**src/rtl/fu_wb_arbiter.sv**
```systemverilog
// Writeback arbiter: one result FIFO per functional-unit channel, drained onto
// NrWbPorts scoreboard writeback ports by round-robin or fixed-priority grant.
module fu_wb_arbiter #(
    parameter int NrFu        = 4,
    parameter int NrWbPorts   = 2,
    parameter int XLEN        = 64,
    parameter int TransIdBits = 3,
    parameter int FifoDepth   = 2,
    parameter int ArbMode     = 0
) (
    input  logic                                   clk_i,
    input  logic                                   rst_i,
    input  logic                                   flush_i,
    input  logic [NrFu-1:0]                        fu_valid_i,
    output logic [NrFu-1:0]                        fu_ready_o,
    input  logic [NrFu-1:0][XLEN-1:0]              fu_result_i,
    input  logic [NrFu-1:0][TransIdBits-1:0]       fu_trans_id_i,
    input  logic [NrFu-1:0]                        fu_ex_valid_i,
    input  logic [NrFu-1:0][XLEN-1:0]              fu_ex_cause_i,
    output logic [NrWbPorts-1:0]                   wb_valid_o,
    output logic [NrWbPorts-1:0][XLEN-1:0]         wb_result_o,
    output logic [NrWbPorts-1:0][TransIdBits-1:0]  wb_trans_id_o,
    output logic [NrWbPorts-1:0]                   wb_ex_valid_o,
    output logic [NrWbPorts-1:0][XLEN-1:0]         wb_ex_cause_o,
    output logic                                   wb_conflict_o
);
    localparam int IdxW = $clog2(NrFu);
    localparam int CntW = $clog2(NrFu + 1);
    localparam int PtrW = (FifoDepth > 1) ? $clog2(FifoDepth) : 1;

    typedef struct packed {
        logic [XLEN-1:0]        result;
        logic [TransIdBits-1:0] trans_id;
        logic                   ex_valid;
        logic [XLEN-1:0]        ex_cause;
    } entry_t;

    entry_t [NrFu-1:0] head;
    logic [NrFu-1:0]   empty;
    logic [NrFu-1:0]   full;
    logic [NrFu-1:0]   push;
    logic [NrFu-1:0]   pop;
    logic [NrFu-1:0]   grant;

    for (genvar i = 0; i < NrFu; i++) begin : g_fifo
        entry_t          mem [FifoDepth];
        logic [PtrW-1:0] rd_ptr;
        logic [PtrW-1:0] wr_ptr;
        logic [PtrW-1:0] rd_next;
        logic [PtrW-1:0] wr_next;
        logic            full_q;

        assign rd_next  = (rd_ptr == PtrW'(FifoDepth - 1)) ? '0 : rd_ptr + PtrW'(1);
        assign wr_next  = (wr_ptr == PtrW'(FifoDepth - 1)) ? '0 : wr_ptr + PtrW'(1);
        assign full[i]  = full_q;
        assign empty[i] = (rd_ptr == wr_ptr) && !full_q;
        assign head[i]  = mem[rd_ptr];
        // Ready depends on registered fullness only, so a full FIFO refuses even while popping.
        assign push[i]  = fu_valid_i[i] && !full_q && !flush_i;

        always_ff @(posedge clk_i) begin
            if (push[i]) begin
                mem[wr_ptr] <= entry_t'{fu_result_i[i], fu_trans_id_i[i],
                                        fu_ex_valid_i[i], fu_ex_cause_i[i]};
            end
        end

        always_ff @(posedge clk_i or posedge rst_i) begin
            if (rst_i) begin
                rd_ptr <= '0;
                wr_ptr <= '0;
                full_q <= 1'b0;
            end else if (flush_i) begin
                rd_ptr <= '0;
                wr_ptr <= '0;
                full_q <= 1'b0;
            end else begin
                if (push[i]) wr_ptr <= wr_next;
                if (pop[i])  rd_ptr <= rd_next;
                if (push[i] && !pop[i] && (wr_next == rd_ptr)) full_q <= 1'b1;
                else if (pop[i] && !push[i])                   full_q <= 1'b0;
            end
        end
    end

    assign fu_ready_o = ~full;

    logic [IdxW-1:0] rr_ptr;
    logic [IdxW-1:0] start;
    logic [IdxW:0]   idx_sum;
    logic [IdxW-1:0] idx;
    logic [IdxW-1:0] last_idx;
    logic [NrWbPorts-1:0] port_valid;
    logic [IdxW-1:0] port_sel [NrWbPorts];
    int              n_grant;

    // Walk channels from the start index, handing ports out in search order.
    always_comb begin
        grant      = '0;
        port_valid = '0;
        for (int p = 0; p < NrWbPorts; p++) port_sel[p] = '0;
        n_grant    = 0;
        last_idx   = '0;
        idx_sum    = '0;
        idx        = '0;
        start      = (ArbMode == 1) ? '0 : rr_ptr;
        for (int k = 0; k < NrFu; k++) begin
            idx_sum = {1'b0, start} + (IdxW + 1)'(k);
            if (idx_sum >= (IdxW + 1)'(NrFu)) idx_sum = idx_sum - (IdxW + 1)'(NrFu);
            idx = idx_sum[IdxW-1:0];
            if (!empty[idx] && (n_grant < NrWbPorts)) begin
                grant[idx] = 1'b1;
                for (int p = 0; p < NrWbPorts; p++) begin
                    if (p == n_grant) begin
                        port_valid[p] = 1'b1;
                        port_sel[p]   = idx;
                    end
                end
                n_grant  = n_grant + 1;
                last_idx = idx;
            end
        end
    end

    assign pop = flush_i ? '0 : grant;

    always_comb begin
        wb_valid_o    = '0;
        wb_result_o   = '0;
        wb_trans_id_o = '0;
        wb_ex_valid_o = '0;
        wb_ex_cause_o = '0;
        for (int p = 0; p < NrWbPorts; p++) begin
            if (port_valid[p] && !flush_i) begin
                wb_valid_o[p]    = 1'b1;
                wb_result_o[p]   = head[port_sel[p]].result;
                wb_trans_id_o[p] = head[port_sel[p]].trans_id;
                wb_ex_valid_o[p] = head[port_sel[p]].ex_valid;
                wb_ex_cause_o[p] = head[port_sel[p]].ex_cause;
            end
        end
    end

    logic [CntW-1:0] n_busy;

    always_comb begin
        n_busy = '0;
        for (int c = 0; c < NrFu; c++) n_busy = n_busy + CntW'(!empty[c]);
    end

    assign wb_conflict_o = (n_busy > CntW'(NrWbPorts));

    always_ff @(posedge clk_i or posedge rst_i) begin
        if (rst_i) begin
            rr_ptr <= '0;
        end else if (flush_i) begin
            rr_ptr <= '0;
        end else if ((ArbMode == 0) && (|grant)) begin
            rr_ptr <= (last_idx == IdxW'(NrFu - 1)) ? '0 : last_idx + IdxW'(1);
        end
    end
endmodule

```
**config.mk**
```make
export PLATFORM = sky130hd
export DESIGN_NAME = fu_wb_arbiter
export DESIGN_NICKNAME = d
export VERILOG_FILES = /design/src/rtl/fu_wb_arbiter.sv
export SDC_FILE = /design/constraint.sdc
export NUM_CORES = 2
export LEC_CHECK = 0
export ABC_AREA = 1
export BUFFER_PORTS_ARGS = -buffer_cell sky130_fd_sc_hd__buf_2
export CAP_MARGIN = 40
export CORE_MARGIN = 8
export CORE_UTILIZATION = 45
export CTS_CLUSTER_DIAMETER = 100
export CTS_CLUSTER_SIZE = 20
export DETAILED_ROUTE_END_ITERATION = 6
export GPL_TIMING_DRIVEN = 0
export PLACE_DENSITY = 0.66
export SLEW_MARGIN = 20
export SYNTH_ARGS = -nofsm -noshare
export SYNTH_HDL_FRONTEND = slang
export SYNTH_SLANG_ARGS = --single-unit
```
**constraint.sdc**
```tcl
create_clock -name clk_i -period 16.4 [get_ports clk_i]
set_clock_uncertainty 0.2 [all_clocks]
set_input_delay 4.1 -clock clk_i [delete_from_list [all_inputs] [get_ports clk_i]]
set_output_delay 4.1 -clock clk_i [all_outputs]
set_load 0.005 [all_outputs]
```
Word level (Yosys, flattened, before mapping):

Memory sizes are Yosys's and may differ from the RTL's.
Index checks and enable logic that the tools add are counted.

* add/sub/neg operators: 21
* order comparisons: 18
* equality and inequality tests: 12
* multiplexer cells: 112
* bitwise operators: 4
* reduce and logical (&&, ||, !) cells: 70

Operators by type and width (number)
* $bmux 132 s2: 2
* $mux 132: 2
* $mux 64: 4
* $eq 2x32->1 const A: 3
* $logic_not 32->1: 3
* $lt 32x3->1 const B: 3
* $add 32x2->32 const B: 2
* $mux 1: 64
* $mux 32: 2
* $mux 2: 20
* $logic_and 1x1->1: 33
* $mux 4: 8
* $logic_not 1->1: 20
* $lt 2x3->1 const B: 6
* $reduce_bool 2->1: 9
* $or 4x4->4: 3
* $reduce_bool 3->1: 4
* $ge 3x3->1 const B: 3
* $add 1x1->1 const B: 8
* $bmux 1 s2: 4
* $demux 1 s2: 4
* $eq 1x1->1: 8
* $ge 2x1->1 const B: 4
* $sub 2x1->2 const B: 4
* other kinds (12): 14

* register bits: 14
* bits in writable memories: 1056
* output and inout bits: 271
* word-level logic and storage cells: 254
* memories kept: 4

Memories
* g_fifo[0].mem: depth 2, bits a word 132, rd ports 1, clocked after memory_dff 0, wr ports 1, line 46 `entry_t mem [FifoDepth];`
* g_fifo[1].mem: depth 2, bits a word 132, rd ports 1, clocked after memory_dff 0, wr ports 1, line 46
* g_fifo[2].mem: depth 2, bits a word 132, rd ports 1, clocked after memory_dff 0, wr ports 1, line 46
* g_fifo[3].mem: depth 2, bits a word 132, rd ports 1, clocked after memory_dff 0, wr ports 1, line 46

Depth between registers and ports, before layout:

* depth in word-level cells: 20
* depth in mapped cells: 23
* mapped depth without buffers: 19

Least setup slack after synthesis:

Ideal clock, no wire load.

* path type: input-to-reg
* start point: input flush_i
* end point: memory g_fifo[1].mem[0][0] (netlist bit), enable pin
* library setup time: 0.625 ns
* arrival: 10.252 ns
* required time: 15.575 ns
* path slack: 5.323 ns
* cell stages on the path: 5
* buffers on the path: 2
* path through: clkbuf_1 inv_1 clkbuf_1 nand2_1 nor2_1

* cells in the longest elaborated chain, start to end: 4

RTL lines
* from (decl): line 13 `input logic flush_i,`
* $logic_not 1->1: line 59 `assign push[i] = fu_valid_i[i] && !full_q && !flush_i;`
* $logic_and 1x1->1: line 59
* $mux 1: line 62 `if (push[i]) begin`
* $mux 1 (not written as such): line 63 `mem[wr_ptr] <= entry_t'{fu_result_i[i], fu_trans_id_i[i],`
* to (decl): line 46

Every way passes these cells.

==> key figures <==
STA
  • Tmin final: 11.24 ns
  • Slew Viols, Final: 0
  • Max frequency: 89.0 MHz
  • Worst-Margin Slew: 0.870 ns
  • RSZ-0062 raised after global routing: false
  • Endpoints failing setup: 0
  • Crit share post-route: 0.685
  • Fin. Hold Viols: 0
  • Total negative setup slack: 0 ns
  • Slew headroom: 0.420
  • Fin worst setup slack: 5.16 ns

Floorplanning
  • Core region area: 112,000 um2
  • Die W: 351 um
  • Die height: 351 um
  • Cell Rows: 123
  • Starting Density: 0.451
  • # IOs: 806
  • Die area: 123,000 um2

Cells and area
  • Core Util, Final: 0.536
  • Post-route cell area: 60,100 um2
  • Filler cells: 10,200
  • Synthesis-to-finish area growth: 18.8%
  • Fin nets: 6,812
  • Layout cells sized above 1: 0.185

Placed design
  • DP Area: 58,100 um2
  • GP Congestion: 0.946
  • IO buf count: 804
  • DP HPWL: 162,000 um
  • Place WS: 5.12 ns

Route
  • Total Wirelength: 216,000 um
  • Routed vias: 44,700
  • DR WL/cell: 27.4 um
  • DRC viols: 1
  • Initial DRC Count: 6,659
  • DR pass1 iterations: 7
  • Antenna-violating nets left: 0
  • Vias per inst: 5.66

GRT
  • Initial antenna violation count: 135
  • Largest net degree at the start of global routing: 25
  • Number of global-route vias before repair: 41,500
  • Global route overflow: 0
  • First-pass GRT wire length: 296,000 um
  • Overall Global Routing Usage: 0.335

Setup path
  • Slowest Stage Delay on Critical Path: 0.70 ns
  • Worst path cell trace: clkbuf_1, nor2_4, buf_2, buf_2, nand2_1, nor2_1, buf_2
  • CP required: 12.10 ns
  • Top cell by count, worst path: buf_2
  • Crit-path slowest cell: nor2_4
  • Critical path peak fanout: 10
  • Critical path capture point type: output pin
  • Crit start category: input port
  • Critical path class: in2out
  • WP data arrival: 6.94 ns

CTS
  • CTS buffer count: 60
  • Post-cts sizing count: 0
  • Clock Pin Slew Worst Setup and Hold Paths: 0.09 ns
  • CTS tree: built
  • CTS Hold Bufs: 0
  • H-tree levels: 2
  • Clk_lat worst skew: 0.70 ns
  • Clock buffer depth: 3
  • Root buf cell: clkbuf_16
  • Clock sink count: 1,070
  • Setup bufs post-CTS: 0

Yosys
  • Commonest cells in the netlist: nand2_1 (2,059), edfxtp_1 (1,056), nand3_1 (680)
  • Sequential area share after synthesis: 0.634
  • Async SR Flop Fraction: 0.0131
  • Synth warn: 0
  • EDFF count, synth: 1,056
  • Syn Area/Cell: 9.50 um2
  • Cell with the most instances after synthesis: nand2_1
  • Syn nets: 5,871
  • Flops & latches, synth: 1,070
  • Top cells by area, synth: edfxtp_1 (63%), nand2_1 (15%), nand3_1 (6.7%)
  • Share of the synthesized area in the top cell type: 0.627
  • Post-synth top flop: edfxtp_1
  • Synthesized area: 50,600 um2
  • Yosys top cell by area: edfxtp_1
  • Synth cell types: 33
  • Post-synthesis cell count: 5,325

Outcome
  • Outcome: finished, violations left
  • Violated checks: design-rule violations

Min path
  • Hold Path Class: reg2reg

Run
  • Max cap viols: 0
## logic make-up (layout without fill, tap and decap cells)
| kind of cell | after synthesis | count (layout) | synth area share |
|---|---|---|---|
| flops | 1070 | 1070 | 0.634 |
| simple gates | 3367 | 3367 | 0.269 |
| xor+xnor | 1 | 1 | 0.000173 |
| mux | 118 | 118 | 0.0234 |
| compound gates | 245 | 245 | 0.0251 |
| other cells | 0 | 108 | 0 |
| buf+inv | 513 | 1479 | 0.0455 |
| fa+ha+maj | 11 | 11 | 0.00287 |
## area by class of cell
type	instances	area, um2	share of cell area
clock buffer	83	1610	0.0268
antenna	108	270	0.00450
tap	1500	1880	0.0312
timing repair buffer	879	5590	0.0930
buffer	354	1710	0.0285
multi-input combinational	3742	16300	0.271
sequential	1070	32100	0.534
inverter	159	604	0.0101
clock inverter	4	62.6	0.00104
## worst max-delay path: cells and delay by family
family / cells / cell delay [ns]
buffers and inverters: 4 / 1.60
and+or+nand+nor: 3 / 1.20
## worst paths after layout
kind	cells after the start	endpoint	slack (ns)	from
setup / recovery	7	wb_result_o[65]	5.16	flush_i
hold / removal	2	g_fifo[0].full_q	0.29	g_fifo[0].full_q
setup reg to reg	13	rr_ptr[0]	12.82	rr_ptr[1]
hold reg to reg	2	g_fifo[0].full_q	0.29	g_fifo[0].full_q
max in group asynchronous	2	g_fifo[1].rd_ptr	12.31	rst_i
min in group asynchronous	2	g_fifo[0].wr_ptr	3.28	rst_i
## placed cells by master (no fill, tap or decap), types with 61 or more instances in the layout
cell type / n
a21oi_1: 139
buf_2: 939
clkbuf_1: 173
clkbuf_16: 61
diode_2: 108
edfxtp_1: 1056
inv_1: 150
mux2i_1: 118
nand2_1: 2059
nand3_1: 680
nor2_1: 589
o21ai_0: 94
## metrics by stage
stage / cells / hold slack (ns)
final: 7899 / 0.293
after global routing: 7843 / 0.316
after CTS: 7791 / 0.291
after detailed placement: 7704 / 0.269
after global placement: 7629 / 0.268
after floorplan: 5325 / 0.252
## state kept, by name (all words and copies together), names as in the netlist
| signal | flops |
|---|---|
| g_fifo.mem | 1056 |
| g_fifo.full_q | 4 |
| g_fifo.rd_ptr | 4 |
| g_fifo.wr_ptr | 4 |
| rr_ptr | 2 |
## layer usage
layer	vias to the layer above	track usage	wire, um
li1	19700	-	-
met1	21100	0.426	78200
met2	3188	0.527	98500
met3	626	0.0924	26500
met4	52	0.168	12600
met5	-	0	340
Power is not shown: default switching activity piles up to over one toggle a cycle in this logic, so the estimate is an artifact.
